### src/rtl/mem_seq_if.sv
// Command, RAM and read-return signals of mem_seq, with DUT-side (slave) and environment-side (master) modports.
// acc_count/err_count are present only when MEM_SEQ_STATS_EN is defined.
interface mem_seq_if #(
   parameter int AW = 8,
   parameter int DW = 8
);
   logic          L;
   logic          R;
   logic          S;
   logic          W;
   logic [AW-1:0] addr;
   logic [DW-1:0] wdata;
   logic          busy;
   logic [AW-1:0] mem_addr;
   logic [DW-1:0] mem_wdata;
   logic          mem_re;
   logic          mem_we;
   logic [DW-1:0] mem_rdata;
   logic [DW-1:0] rdata;
   logic          rdata_valid;
   logic          rdata_tag;
   logic          err;
`ifdef MEM_SEQ_STATS_EN
   logic [15:0]   acc_count;
   logic [7:0]    err_count;
`endif

   modport slave (
      input  L, R, S, W, addr, wdata, mem_rdata,
      output busy, mem_addr, mem_wdata, mem_re, mem_we, rdata, rdata_valid, rdata_tag, err
`ifdef MEM_SEQ_STATS_EN
      , output acc_count, err_count
`endif
   );

   modport master (
      output L, R, S, W, addr, wdata, mem_rdata,
      input  busy, mem_addr, mem_wdata, mem_re, mem_we, rdata, rdata_valid, rdata_tag, err
`ifdef MEM_SEQ_STATS_EN
      , input acc_count, err_count
`endif
   );
endinterface

### src/rtl/mem_seq.sv
// Memory access sequencer: 2-entry command queue feeding single RAM accesses with WAIT wait states.
// Optional MEM_SEQ_STATS_EN adds an access counter (wrapping) and an error counter (saturating).
module mem_seq #(
   parameter int AW   = 8,
   parameter int DW   = 8,
   parameter int WAIT = 2
) (
   input  logic     clk,
   input  logic     rst_n,
   mem_seq_if.slave bus
);

   typedef enum logic [1:0] {ST_IDLE, ST_ISSUE, ST_WAIT, ST_DONE} state_t;

   typedef struct packed {
      logic          wr;
      logic          tag;
      logic [AW-1:0] addr;
      logic [DW-1:0] wdata;
   } cmd_t;

   state_t        state_q, state_d;
   cmd_t          fifo_q [2];
   cmd_t          new_cmd, head;
   logic          wp_q, rp_q;
   logic [1:0]    cnt_q, cnt_d;
   logic          busy_q, err_q;
   logic [3:0]    wcnt_q, wcnt_d;
   logic          op_q, tag_q;
   logic [AW-1:0] addr_q;
   logic [DW-1:0] wdata_q, rdata_q;
   logic [2:0]    nstb;
   logic          push, pop, reject, capture;

   // A strobe seen while busy is dropped even if the queue drains on the same edge.
   always_comb begin
      nstb          = 3'(bus.L) + 3'(bus.R) + 3'(bus.S) + 3'(bus.W);
      push          = (nstb == 3'd1) && !busy_q;
      reject        = (nstb > 3'd1) || ((nstb != 3'd0) && busy_q);
      new_cmd.wr    = bus.S | bus.W;
      new_cmd.tag   = bus.R | bus.W;
      new_cmd.addr  = bus.addr;
      new_cmd.wdata = bus.wdata;
   end

   assign head  = fifo_q[rp_q];
   assign cnt_d = cnt_q + 2'(push) - 2'(pop);

   always_comb begin
      state_d = state_q;
      wcnt_d  = wcnt_q;
      pop     = 1'b0;
      capture = 1'b0;
      unique case (state_q)
         ST_IDLE: begin
            if (cnt_q != 2'd0) begin
               pop     = 1'b1;
               state_d = ST_ISSUE;
            end
         end
         ST_ISSUE: begin
            wcnt_d = 4'(WAIT);
            if (op_q)           state_d = ST_IDLE;
            else if (WAIT == 0) state_d = ST_DONE;
            else                state_d = ST_WAIT;
         end
         ST_WAIT: begin
            wcnt_d = wcnt_q - 4'd1;
            if (wcnt_q <= 4'd1) state_d = ST_DONE;
         end
         ST_DONE: begin
            capture = 1'b1;
            if (cnt_q != 2'd0) begin
               pop     = 1'b1;
               state_d = ST_ISSUE;
            end else begin
               state_d = ST_IDLE;
            end
         end
         default: state_d = ST_IDLE;
      endcase
   end

   // Queue storage carries no control meaning, so it is left out of reset.
   always_ff @(posedge clk) begin
      if (push) fifo_q[wp_q] <= new_cmd;
   end

   always_ff @(posedge clk or negedge rst_n) begin
      if (!rst_n) begin
         state_q <= ST_IDLE;
         wp_q    <= 1'b0;
         rp_q    <= 1'b0;
         cnt_q   <= 2'd0;
         busy_q  <= 1'b0;
         err_q   <= 1'b0;
         wcnt_q  <= 4'd0;
         op_q    <= 1'b0;
         tag_q   <= 1'b0;
         addr_q  <= '0;
         wdata_q <= '0;
         rdata_q <= '0;
      end else begin
         state_q <= state_d;
         cnt_q   <= cnt_d;
         busy_q  <= (cnt_d == 2'd2);
         err_q   <= reject;
         wcnt_q  <= wcnt_d;
         if (push) wp_q <= ~wp_q;
         if (pop) begin
            rp_q   <= ~rp_q;
            op_q   <= head.wr;
            tag_q  <= head.tag;
            addr_q <= head.addr;
            if (head.wr) wdata_q <= head.wdata;
         end
         if (capture) rdata_q <= bus.mem_rdata;
      end
   end

   // Read data passes straight through during DONE and is held afterwards.
   assign bus.busy        = busy_q;
   assign bus.err         = err_q;
   assign bus.mem_addr    = addr_q;
   assign bus.mem_wdata   = wdata_q;
   assign bus.mem_re      = (state_q == ST_ISSUE) && !op_q;
   assign bus.mem_we      = (state_q == ST_ISSUE) && op_q;
   assign bus.rdata_valid = (state_q == ST_DONE);
   assign bus.rdata       = (state_q == ST_DONE) ? bus.mem_rdata : rdata_q;
   assign bus.rdata_tag   = tag_q;

`ifdef MEM_SEQ_STATS_EN
   logic [15:0] acc_count_q;
   logic [7:0]  err_count_q;

   always_ff @(posedge clk or negedge rst_n) begin
      if (!rst_n) begin
         acc_count_q <= 16'd0;
         err_count_q <= 8'd0;
      end else begin
         acc_count_q <= acc_count_q + 16'(state_q == ST_ISSUE);
         if (reject && (err_count_q != 8'hFF)) err_count_q <= err_count_q + 8'd1;
      end
   end

   assign bus.acc_count = acc_count_q;
   assign bus.err_count = err_count_q;
`endif

endmodule
### src/flat_wrapper.sv
// flat-port wrapper written by rule: the top's interface ports become plain ports
module mem_seq_flat 
#(
   parameter int AW   = 8,
   parameter int DW   = 8,
   parameter int WAIT = 2
)
  (clk, rst_n, bus_L, bus_R, bus_S, bus_W, bus_addr, bus_wdata, bus_mem_rdata, bus_busy, bus_mem_addr, bus_mem_wdata, bus_mem_re, bus_mem_we, bus_rdata, bus_rdata_valid, bus_rdata_tag, bus_err);
  mem_seq_if #(.AW(AW), .DW(DW)) bus_i ();
  input  logic clk;
  input  logic rst_n;
  input wire logic [$bits(bus_i.L)-1:0] bus_L;
  input wire logic [$bits(bus_i.R)-1:0] bus_R;
  input wire logic [$bits(bus_i.S)-1:0] bus_S;
  input wire logic [$bits(bus_i.W)-1:0] bus_W;
  input wire logic [$bits(bus_i.addr)-1:0] bus_addr;
  input wire logic [$bits(bus_i.wdata)-1:0] bus_wdata;
  input wire logic [$bits(bus_i.mem_rdata)-1:0] bus_mem_rdata;
  output wire logic [$bits(bus_i.busy)-1:0] bus_busy;
  output wire logic [$bits(bus_i.mem_addr)-1:0] bus_mem_addr;
  output wire logic [$bits(bus_i.mem_wdata)-1:0] bus_mem_wdata;
  output wire logic [$bits(bus_i.mem_re)-1:0] bus_mem_re;
  output wire logic [$bits(bus_i.mem_we)-1:0] bus_mem_we;
  output wire logic [$bits(bus_i.rdata)-1:0] bus_rdata;
  output wire logic [$bits(bus_i.rdata_valid)-1:0] bus_rdata_valid;
  output wire logic [$bits(bus_i.rdata_tag)-1:0] bus_rdata_tag;
  output wire logic [$bits(bus_i.err)-1:0] bus_err;
  assign bus_i.L = bus_L;
  assign bus_i.R = bus_R;
  assign bus_i.S = bus_S;
  assign bus_i.W = bus_W;
  assign bus_i.addr = bus_addr;
  assign bus_i.wdata = bus_wdata;
  assign bus_i.mem_rdata = bus_mem_rdata;
  assign bus_busy = bus_i.busy;
  assign bus_mem_addr = bus_i.mem_addr;
  assign bus_mem_wdata = bus_i.mem_wdata;
  assign bus_mem_re = bus_i.mem_re;
  assign bus_mem_we = bus_i.mem_we;
  assign bus_rdata = bus_i.rdata;
  assign bus_rdata_valid = bus_i.rdata_valid;
  assign bus_rdata_tag = bus_i.rdata_tag;
  assign bus_err = bus_i.err;
  mem_seq #(.AW(AW), .DW(DW), .WAIT(WAIT)) u_core (.clk(clk), .rst_n(rst_n), .bus(bus_i));
endmodule
### config.mk
export PLATFORM = sky130hd
export DESIGN_NAME = mem_seq_flat
export DESIGN_NICKNAME = d
export VERILOG_FILES = /design/src/rtl/mem_seq_if.sv /design/src/rtl/mem_seq.sv /design/src/flat_wrapper.sv
export SDC_FILE = /design/constraint.sdc
export NUM_CORES = 1
export LEC_CHECK = 0
export CAP_MARGIN = 5
export CORE_ASPECT_RATIO = 0.75
export CORE_MARGIN = 5
export CORE_UTILIZATION = 30
export CTS_CLUSTER_SIZE = 24
export DETAILED_ROUTE_END_ITERATION = 10
export PLACE_DENSITY_LB_ADDON = 0.15
export RECOVER_POWER = 50
export REMOVE_ABC_BUFFERS = 1
export SETUP_SLACK_MARGIN = 0.1
export SYNTH_ARGS = -nofsm -noshare
export SYNTH_HDL_FRONTEND = slang
export SYNTH_SLANG_ARGS = --single-unit
### constraint.sdc
create_clock -name clk -period 3.1 [get_ports clk]
set_input_delay 0.31 -clock clk [delete_from_list [all_inputs] [get_ports clk]]
set_output_delay 0.31 -clock clk [all_outputs]
set_load 0.01 [all_outputs]
Word level (Yosys, flattened, before mapping)
Memories as Yosys holds them, arrays and structs flattened.
Cells that the tools add are included.

storage, ports and cells
  bits in registers = 38
  bits in writable memories = 36
  memories = 1
  output and inout bits = 30
  bits in latches = 0
  input port bits = 30
  ROM bits = 0

operators by class
  add/sub/neg operators = 6
  reductions and logical operators = 14
  multiplexer cells = 12
  bitwise gates (word level) = 4
  equality and inequality tests = 7
  multipliers = 0
  magnitude comparators = 2
  div/mod/pow operators = 0
  shift operators = 0

memory list
  name           words  bits a word  read ports  clocked after Yosys merged registers in  wr ports  line           source
  u_core.fifo_q  2      18           1           0                                        1         mem_seq.sv:23  cmd_t fifo_q [2];

operators with widths
  kind                 number
  $mux 8               1
  $pmux 2 s4           1
  $pmux 4 s2           1
  $add 3x1->3          2
  $eq 2x2->1 const B   3
  $mux 1               6
  $mux 2               3
  $le 4x1->1 const B   1
  $logic_and 1x1->1    4
  $ne 2x1->1 const B   2
  $reduce_and 2->1     2
  $reduce_bool 2->1    2
  $sub 4x1->4 const B  1
  $eq 3x1->1 const B   1
  $gt 3x1->1 const B   1
  $reduce_bool 3->1    1
  $add 1x1->2          1
  $add 2x1->2          1
  $eq 2x1->1 const B   1
  $logic_not 1->1      2
  $logic_not 2->1      1
  $not 1->1            2
  $or 1x1->1           2
  $reduce_or 2->1      1
  other kinds (2)      2

Longest topological paths before layout
Gate-level depths: netlist (run 1).

  word-level depth = 8
  mapped depth = 11
  depth with buffers taken out = 9

Worst setup path before layout (run 1)
OpenSTA, ideal clock, no wires.

  kind = input -> register
  from = input port bus_R
  to = memory u_core.fifo_q[0][0] (netlist name), enable pin
  path slack = 40 ps
  stages = 8
  data arrival time = 2668 ps
  data required time = 2707 ps
  cell sequence = ha_1 inv_1 fa_1 inv_1 ha_1 or4_4 buf_6 nor2_1

between the ends
  cells in the longest elaborated chain, start to end = 7

RTL lines
  item                          line                source
  start: declaration            flat_wrapper.sv:13  input wire logic [$bits(bus_i.R)-1:0] bus_R;
  $add 1x1->2                   mem_seq.sv:37       nstb = 3'(bus.L) + 3'(bus.R) + 3'(bus.S) + 3'(bus.W);
  $add 3x1->3 (2 in series)     mem_seq.sv:37
  $eq 3x1->1                    mem_seq.sv:38       push = (nstb == 3'd1) && !busy_q;
  $logic_and 1x1->1             mem_seq.sv:38
  $mux 1                        mem_seq.sv:86       if (push) fifo_q[wp_q] <= new_cmd;
  $mux 1 (not written as such)  mem_seq.sv:86
  end: declaration              mem_seq.sv:23

Every way passes these cells.

Worst setup path after layout (run 1)
  from = input port bus_R
  to = memory u_core.fifo_q[0][10] (netlist name), enable pin

The elaborated chain is that of the path after synthesis.

==> reports/qor.yml, run 1 <==
worst_setup_path:
  crit_path_start_kind: "input port"
  max_stage_delay_ns: 0.56
  cpMaxStageDelayCell: "or4_4"
  crit_path_end_kind: "register"
  regToRegSetupSlack_ns: 0.89
  crit_type: "input port to register"
  cp.required_ns: 3.13
  rr_endpoint: "u_core.bus.busy$_DFF_PN0_"
  cp_max_fo: 18
  reg2reg_depth: 8
  arrival_ns: 2.63
  worstPathCellList: "clkdlybuf4s50_1 -> ha_1 -> inv_1 -> fa_1 -> inv_1 -> ha_1 -> or4_4 -> nor2_2 -> buf_12"
  reg2reg_from: "u_core.state_q[0]$_DFFE_PN0P_"
  crit_family: "adder cells"
  cp.buffers_inverters: 4
placed_design:
  port_buffers: 59
  dp_hpwl_um: 4010
  dpl_cell_area_sq_um: 3810
  gp_congestion: 0.704
synth:
  synth_top_family_by_area: "multiplexers"
  yosys.area_share.adder_pct: 4.74
  synth_area_per_cell_sq_um: 14.9
  yosys_warnings: 0
  synth_compound_area_share_pct: 4.66
  synthDistinctLibCells: 35
  synth.ff_latch_count: 74
  syn_inst: 205
  synth-edff-count: 36
  synth_async_sr_flop_share_pct: 51.4
  syn_area_sq_um: 3060
  synth_xor_area_share_pct: 1.14
  ys_seq_area_share_pct: 66.4
  synthSimpleGateAreaFrac_pct: 6.30
  synth_mux_area_share_pct: 13.2
  ys.flop_type: "dfrtp_1"
floorplanning:
  fp.dieH_um: 97.5
  core_sq_um: 9810
  die_area_sq_um: 12300
  fp.dieW_um: 127
  rows: 31
  start_util_pct: 31.2
  ios: 60
global_routing:
  grt_pass1_wl_um: 9430
  grt_use_total_pct: 10.0
  antenna_found_initial: 0
  grt_pass1_vias: 1805
  grt_max_degree: 39
  grt_overflow_total: 0
pwr:
  p_clk_share_pct: 25.2
  total_leakage_power_uw: 0.00166
  vdd_drop_max_mv: 0.357
  power_frac_seq_pct: 35.6
  p_switching_uw: 1280
  power_frac_comb_pct: 39.2
  netSwitchingFraction_pct: 30.2
  power-per-cell-area_nw_per_um2: 1030
  p_int_uw: 2950
finish:
  finish.instance_area_sq_um: 4120
  mostFrequentLayoutCells: "dfrtp_1, clkdlybuf4s50_1, edfxtp_1"
  drive_above_1_share_pct: 15.2
  fin_nets: 312
  n_antenna_cell: 0
  syn2layout_area_growth_pct: 34.5
  final_common_cell: "dfrtp_1"
drt:
  avgRoutedWirePerCell_um: 14.1
  drt_iter0_markers: 57
  drc_errors: 0
  via_per_inst: 4.17
  firstDrtPassIters: 4
  vias: 1702
  wirelength_um: 5740
  ant_nets: 0
flow_run:
  cap_viol_max_count: 1
worst_hold_path:
  whs_path_depth: 2
  hold_path_end: "u_core.bus.mem_addr[7]$_DFFE_PN0P_"
  hp-class: "register to register"
  min_from: "u_core.bus.mem_addr[7]$_DFFE_PN0P_"
sta:
  final_hold_viol_count: 0
  fin_tns_setup_ns: 0
  fmax_mhz: 385
  worst_pin_slew_ns: 2.21
  slew_headroom_pct: -47.3
  fin_crit_ns: 2.60
  fin_skew_ns: 0.00409
  final-max-slew-violation-count: 39
  rsz0062_at_grt: "no"
  setup_violations: 0
  fin_crit_sh_pct: 83.8
cts:
  cts_resized: 0
  cts_max_level: 3
  cts_hold_buf: 0
  clk_path_buf_depth: 2
  cts_made_buffers: 9
  clock_latency_ns: 0.32
  cts.sink_count: 74
  cts_tree: "done"
  cts_setup_buffers: 0
  cts-root-buf: "clkbuf_16"
  path_clk_slew_ns: 0.05
run_status:
  violations: "capacitance limit, slew limit"
  status: "complete, but fails checks"
-- tightest hold or removal path: stages (launching register included) --
cell,delay (ns)
dfrtp_1,0.33
nand2_1,0.04
o21ai_0,0.06
-- routing by layer --
layer / track usage [%] / part of all wire [%] / up-vias
li1: - / - / 856
met1: 13.4 / 50 / 804
met2: 14.4 / 44 / 38
met3: 4.40 / 4.9 / 4
met4: 3.46 / 0.89 / 0
met5: 0 / 0 / -
-- how the worst max path moves through the flow --
stage          startpoint                              to  slack, ns  cells past startpoint
2_1_floorplan       bus_R   u_core.fifo_q[1][0]$_DFFE_PP_       0.10                      7
3_3_place_gp        bus_R   u_core.fifo_q[0][9]$_DFFE_PP_       0.17                      9
3_5_place_dp        bus_R   u_core.fifo_q[0][9]$_DFFE_PP_       0.16                      9
4_1_cts             bus_R  u_core.fifo_q[0][15]$_DFFE_PP_       0.50                      9
5_1_grt             bus_R  u_core.fifo_q[0][15]$_DFFE_PP_       0.36                      9
6_report            bus_R  u_core.fifo_q[0][10]$_DFFE_PP_       0.50                      9
-- area by class of cell --
| type | count | area, sq um |
|---|---|---|
| Clock buffer | 13 | 240 |
| Clock inverter | 3 | 63.8 |
| Fill cell | 914 | 5700 |
| Inverter | 14 | 52.6 |
| Multi-Input combinational cell | 109 | 925 |
| Sequential cell | 74 | 2030 |
| Tap cell | 132 | 165 |
| Timing Repair Buffer | 63 | 639 |
-- synthesized netlist by cell type, types with 4 or more instances --
| library cell | instances | area [sq um] |
|---|---|---|
| o21ai_0 | 13 | 65.1 |
| mux2_2 | 16 | 180 |
| ha_1 | 10 | 125 |
| dfrtp_1 | 38 | 951 |
| nand2_1 | 14 | 52.6 |
| inv_1 | 14 | 52.6 |
| edfxtp_1 | 36 | 1080 |
| xnor2_1 | 4 | 35.0 |
| nor2_1 | 7 | 26.3 |
| mux2_4 | 8 | 120 |
| mux2i_1 | 9 | 90.1 |
-- per-stage QoR --
step / hold WS [ns] / total power [uW] / util, % / cells / setup slack, ns
final: 0.471 / 4220 / 42.0 / 408 / 0.504
after global routing: 0.505 / 4510 / 42.0 / 408 / 0.362
after CTS: 0.166 / 4330 / 42.0 / 408 / 0.498
after detailed placement: 0.474 / 3240 / 38.9 / 392 / 0.158
after global placement: 0.469 / 3230 / 38.9 / 392 / 0.172
after floorplan: 0.0144 / 2520 / - / 197 / 0.102
-- logic make-up after synthesis --
family	count (synthesis)
AO/OA/AOI/OAI	24
buffers and inverters	22
flip-flops	74
AND/OR/NAND/NOR	36
adder cells (fa/ha/maj)	11
XOR/XNOR	4
multiplexers	34
-- sequential cells by signal (all words and copies together), names as in the netlist, named ones only --
signal	count
u_core.fifo_q	36
u_core.bus.mem_addr	8
u_core.bus.mem_wdata	8
u_core.rdata_q	8
u_core.wcnt_q	4
u_core.cnt_q	2
u_core.bus.busy	1
u_core.bus.err	1
u_core.bus.rdata_tag	1
u_core.op_q	1
u_core.rp_q	1
u_core.state_q	1
u_core.wp_q	1
-- power groups by stage --
stage,registers (uW),logic (uW),clock network (uW)
after global routing,1550,1830,1140
after global placement,1530,1700,0
after CTS,1520,1720,1100
after detailed placement,1540,1700,0
final,1500,1660,1060
after floorplan,1580,933,0
Note: power is estimated with default switching activity, not from simulation.
==> run 2: changes to the inputs <==
Clock period 3.1 ns to 2.2 ns, I/O delays scaled along.
==> reports/qor.yml, run 2 (same netlist as run 1, synthesis figures left out) <==
cts:
  clk_path_buf_depth: 2  # unchanged
  cts-root-buf: "clkbuf_16"  # unchanged
  cts.sink_count: 74  # unchanged
  path_clk_slew_ns: 0.05  # about the same
  cts_tree: "done"  # unchanged
  clock_latency_ns: 0.32  # about the same
  cts_max_level: 3  # unchanged
  cts_made_buffers: 9  # unchanged
sta:
  fin_skew_ns: 0.00386  # was 0.00409 ns
  final-max-slew-violation-count: 0  # was 39
  final_hold_viol_count: 0  # unchanged
  setup_violations: 0  # unchanged
  fmax_mhz: 463
  slew_headroom_pct: 47.1  # was -47.3%
  fin_ws_ns: 0.0388  # was 0.504 ns
  holdWs_ns: 0.200  # was 0.471 ns
  worst_pin_slew_ns: 0.793  # was 2.21 ns
  fin_crit_sh_pct: 98.2
  fin_crit_ns: 2.16
  rsz0062_at_grt: "yes"  # was no
finish:
  regMostFlops: "u_core.fifo_q"  # unchanged
  fin_nets: 329  # was 312
  syn2layout_area_growth_pct: 42.8  # was 34.5%
  largest_reg_flops: 36  # unchanged
  final_common_cell: "dfrtp_1"  # unchanged
  multiInputGateArea_sq_um: 980  # was 925 sq um
  drive_above_1_share_pct: 25.3  # was 15.2%
  seqCellArea_sq_um: 2030  # about the same
  nFillCells: 921  # was 914
  mostFrequentLayoutCells: "dfrtp_1, edfxtp_1, clkdlybuf4s50_1"  # was dfrtp_1, clkdlybuf4s50_1, edfxtp_1
  n_antenna_cell: 0  # unchanged
worst_setup_path:
  cpMaxStageDelayCell: "or4_4"  # unchanged
  worstPathCellList: "buf_6 -> ha_4 -> inv_2 -> fa_2 -> inv_2 -> ha_4 -> or4_4 -> buf_6 -> nor2_4 -> buf_12"  # was clkdlybuf4s50_1 -> ha_1 -> inv_1 -> fa_1 -> inv_1 -> ha_1 -> or4_4 -> nor2_2 -> buf_12
  crit_type: "input port to register"  # unchanged
  arrival_ns: 2.19  # was 2.63 ns
  cp.required_ns: 2.23  # was 3.13 ns
  cp.buffers_inverters: 5  # was 4
  cp_max_fo: 18  # unchanged
  crit_family: "adder cells"  # unchanged
  crit_path_end_kind: "register"  # unchanged
  max_stage_delay_ns: 0.54  # was 0.56 ns
  crit_path_start_kind: "input port"  # unchanged
drt:
  wirelength_um: 6070  # was 5740 um
  drc_errors: 0  # unchanged
  avgRoutedWirePerCell_um: 14.3  # was 14.1 um
  drt_iter0_markers: 65  # was 57
  ant_nets: 0  # unchanged
  via_per_inst: 4.24  # was 4.17
  vias: 1801  # was 1702
  firstDrtPassIters: 4  # unchanged
global_routing:
  antenna_found_initial: 0  # unchanged
  grt_pass1_wl_um: 9940  # was 9430 um
  grt_use_total_pct: 10.5  # was 10.0%
  grt_max_degree: 21  # was 39
  grt_overflow_total: 0  # unchanged
  grt_pass1_vias: 1934  # was 1805
floorplanning:
  ios: 60  # unchanged
  fp.dieH_um: 97.5  # unchanged
  core_sq_um: 9810  # unchanged
  start_util_pct: 31.2  # unchanged
  die_area_sq_um: 12300  # unchanged
  rows: 31  # unchanged
  fp.dieW_um: 127  # unchanged
flow_run:
  cap_viol_max_count: 0  # was 1
placed_design:
  gp_congestion: 0.760  # was 0.704
  dp_hpwl_um: 4120  # was 4010 um
  dp_slack_ns: -0.578  # was 0.158 ns
  port_buffers: 59  # unchanged
worst_hold_path:
  hp-class: "input port to register"  # was register to register
pwr:
  vdd_drop_max_mv: 0.553  # was 0.357 mV
  total_leakage_power_uw: 0.00180  # was 0.00166 uW
  power-per-cell-area_nw_per_um2: 1420  # was 1030 nW/um^2
run_status:
  status: "complete, no violations"  # was complete, but fails checks
run 2: cell count changes in the layout (fill, tap and decap cells not counted), sizes merged:
| cell | delta |
|---|---|
| dlygate4sd3 | -4 |
| clkinv | +4 |
| dlygate4sd2 | +10 |
| dlymetal6s2s | +1 |
| clkbuf | -2 |
| clkdlybuf4s50 | -8 |
| buf | +16 |
run 2: final timing paths:
check	cells past startpoint	to	slack, ns	from
setup / recovery	10	u_core.fifo_q[1][8]$_DFFE_PP_	0.04	bus_R
hold / removal	2	u_core.fifo_q[0][16]$_DFFE_PP_	0.20	bus_R
setup reg to reg	9	u_core.bus.busy$_DFF_PN0_	0.20	u_core.state_q[0]$_DFFE_PN0P_
hold reg to reg	2	u_core.bus.mem_addr[2]$_DFFE_PN0P_	0.48	u_core.bus.mem_addr[2]$_DFFE_PN0P_
max in group asynchronous	3	u_core.bus.mem_addr[6]$_DFFE_PN0P_	0.57	rst_n
min in group asynchronous	2	u_core.rdata_q[7]$_DFFE_PN0P_	0.48	rst_n
run 2: report_power, final:
part	total [uW]	internal, uW	switching, uW
clock	1500	978	518
sequential	2130	1900	229
combinational	2570	1430	1140
run 2: worst register-to-register path: stages (launching register included):
cell and delay [ns]:
dfrtp_2 0.42, buf_4 0.14, inv_1 0.11, ha_1 0.27, or2_4 0.30, inv_1 0.07, ha_1 0.19, xnor2_2 0.17
nor2_1 0.07, a21o_1 0.15
run 2: final cells by class:
| cell class | count | share of cell area [%] |
|---|---|---|
| sequential | 74 | 46.5 |
| multi-input combinational | 109 | 22.4 |
| timing repair buffer | 80 | 19.0 |
| clock buffer | 9 | 5.15 |
| tap | 132 | 3.78 |
| clock inverter | 7 | 1.92 |
| inverter | 14 | 1.20 |
run 2: timing repair:
action / CTS / global route
setup endpoints to repair: 48 / 48
setup buffers: 8 / 0
hold endpoints to repair: 12 / 0
gates cloned: 3 / 0
hold buffers: 1 / 0
pin swaps: 5 / 3
resized for setup: 33 / 8
run 2: layer usage:
metal | global-route usage (%) | vias up | wire [um]
li1 | - | 890 | -
met1 | 14.1 | 858 | 2980
met2 | 15.7 | 45 | 2720
met3 | 4.34 | 8 | 300
met4 | 2.97 | 0 | 64
met5 | 0 | - | 0
run 2: through the flow:
| stage | setup TNS, ns | cell area [sq um] | total power [uW] | util, % | instances |
|---|---|---|---|---|---|
| 2_1_floorplan | -25.57 | 3000 | 3540 | - | 197 |
| 3_3_place_gp | -22.39 | 3880 | 4620 | 39.5 | 399 |
| 3_5_place_dp | -22.37 | 3880 | 4640 | 39.5 | 399 |
| 4_1_cts | 0 | 4410 | 6310 | 45.0 | 427 |
| 5_1_grt | -0.00607 | 4370 | 6630 | 44.5 | 425 |
| 6_report | 0 | 4370 | 6200 | 44.5 | 425 |
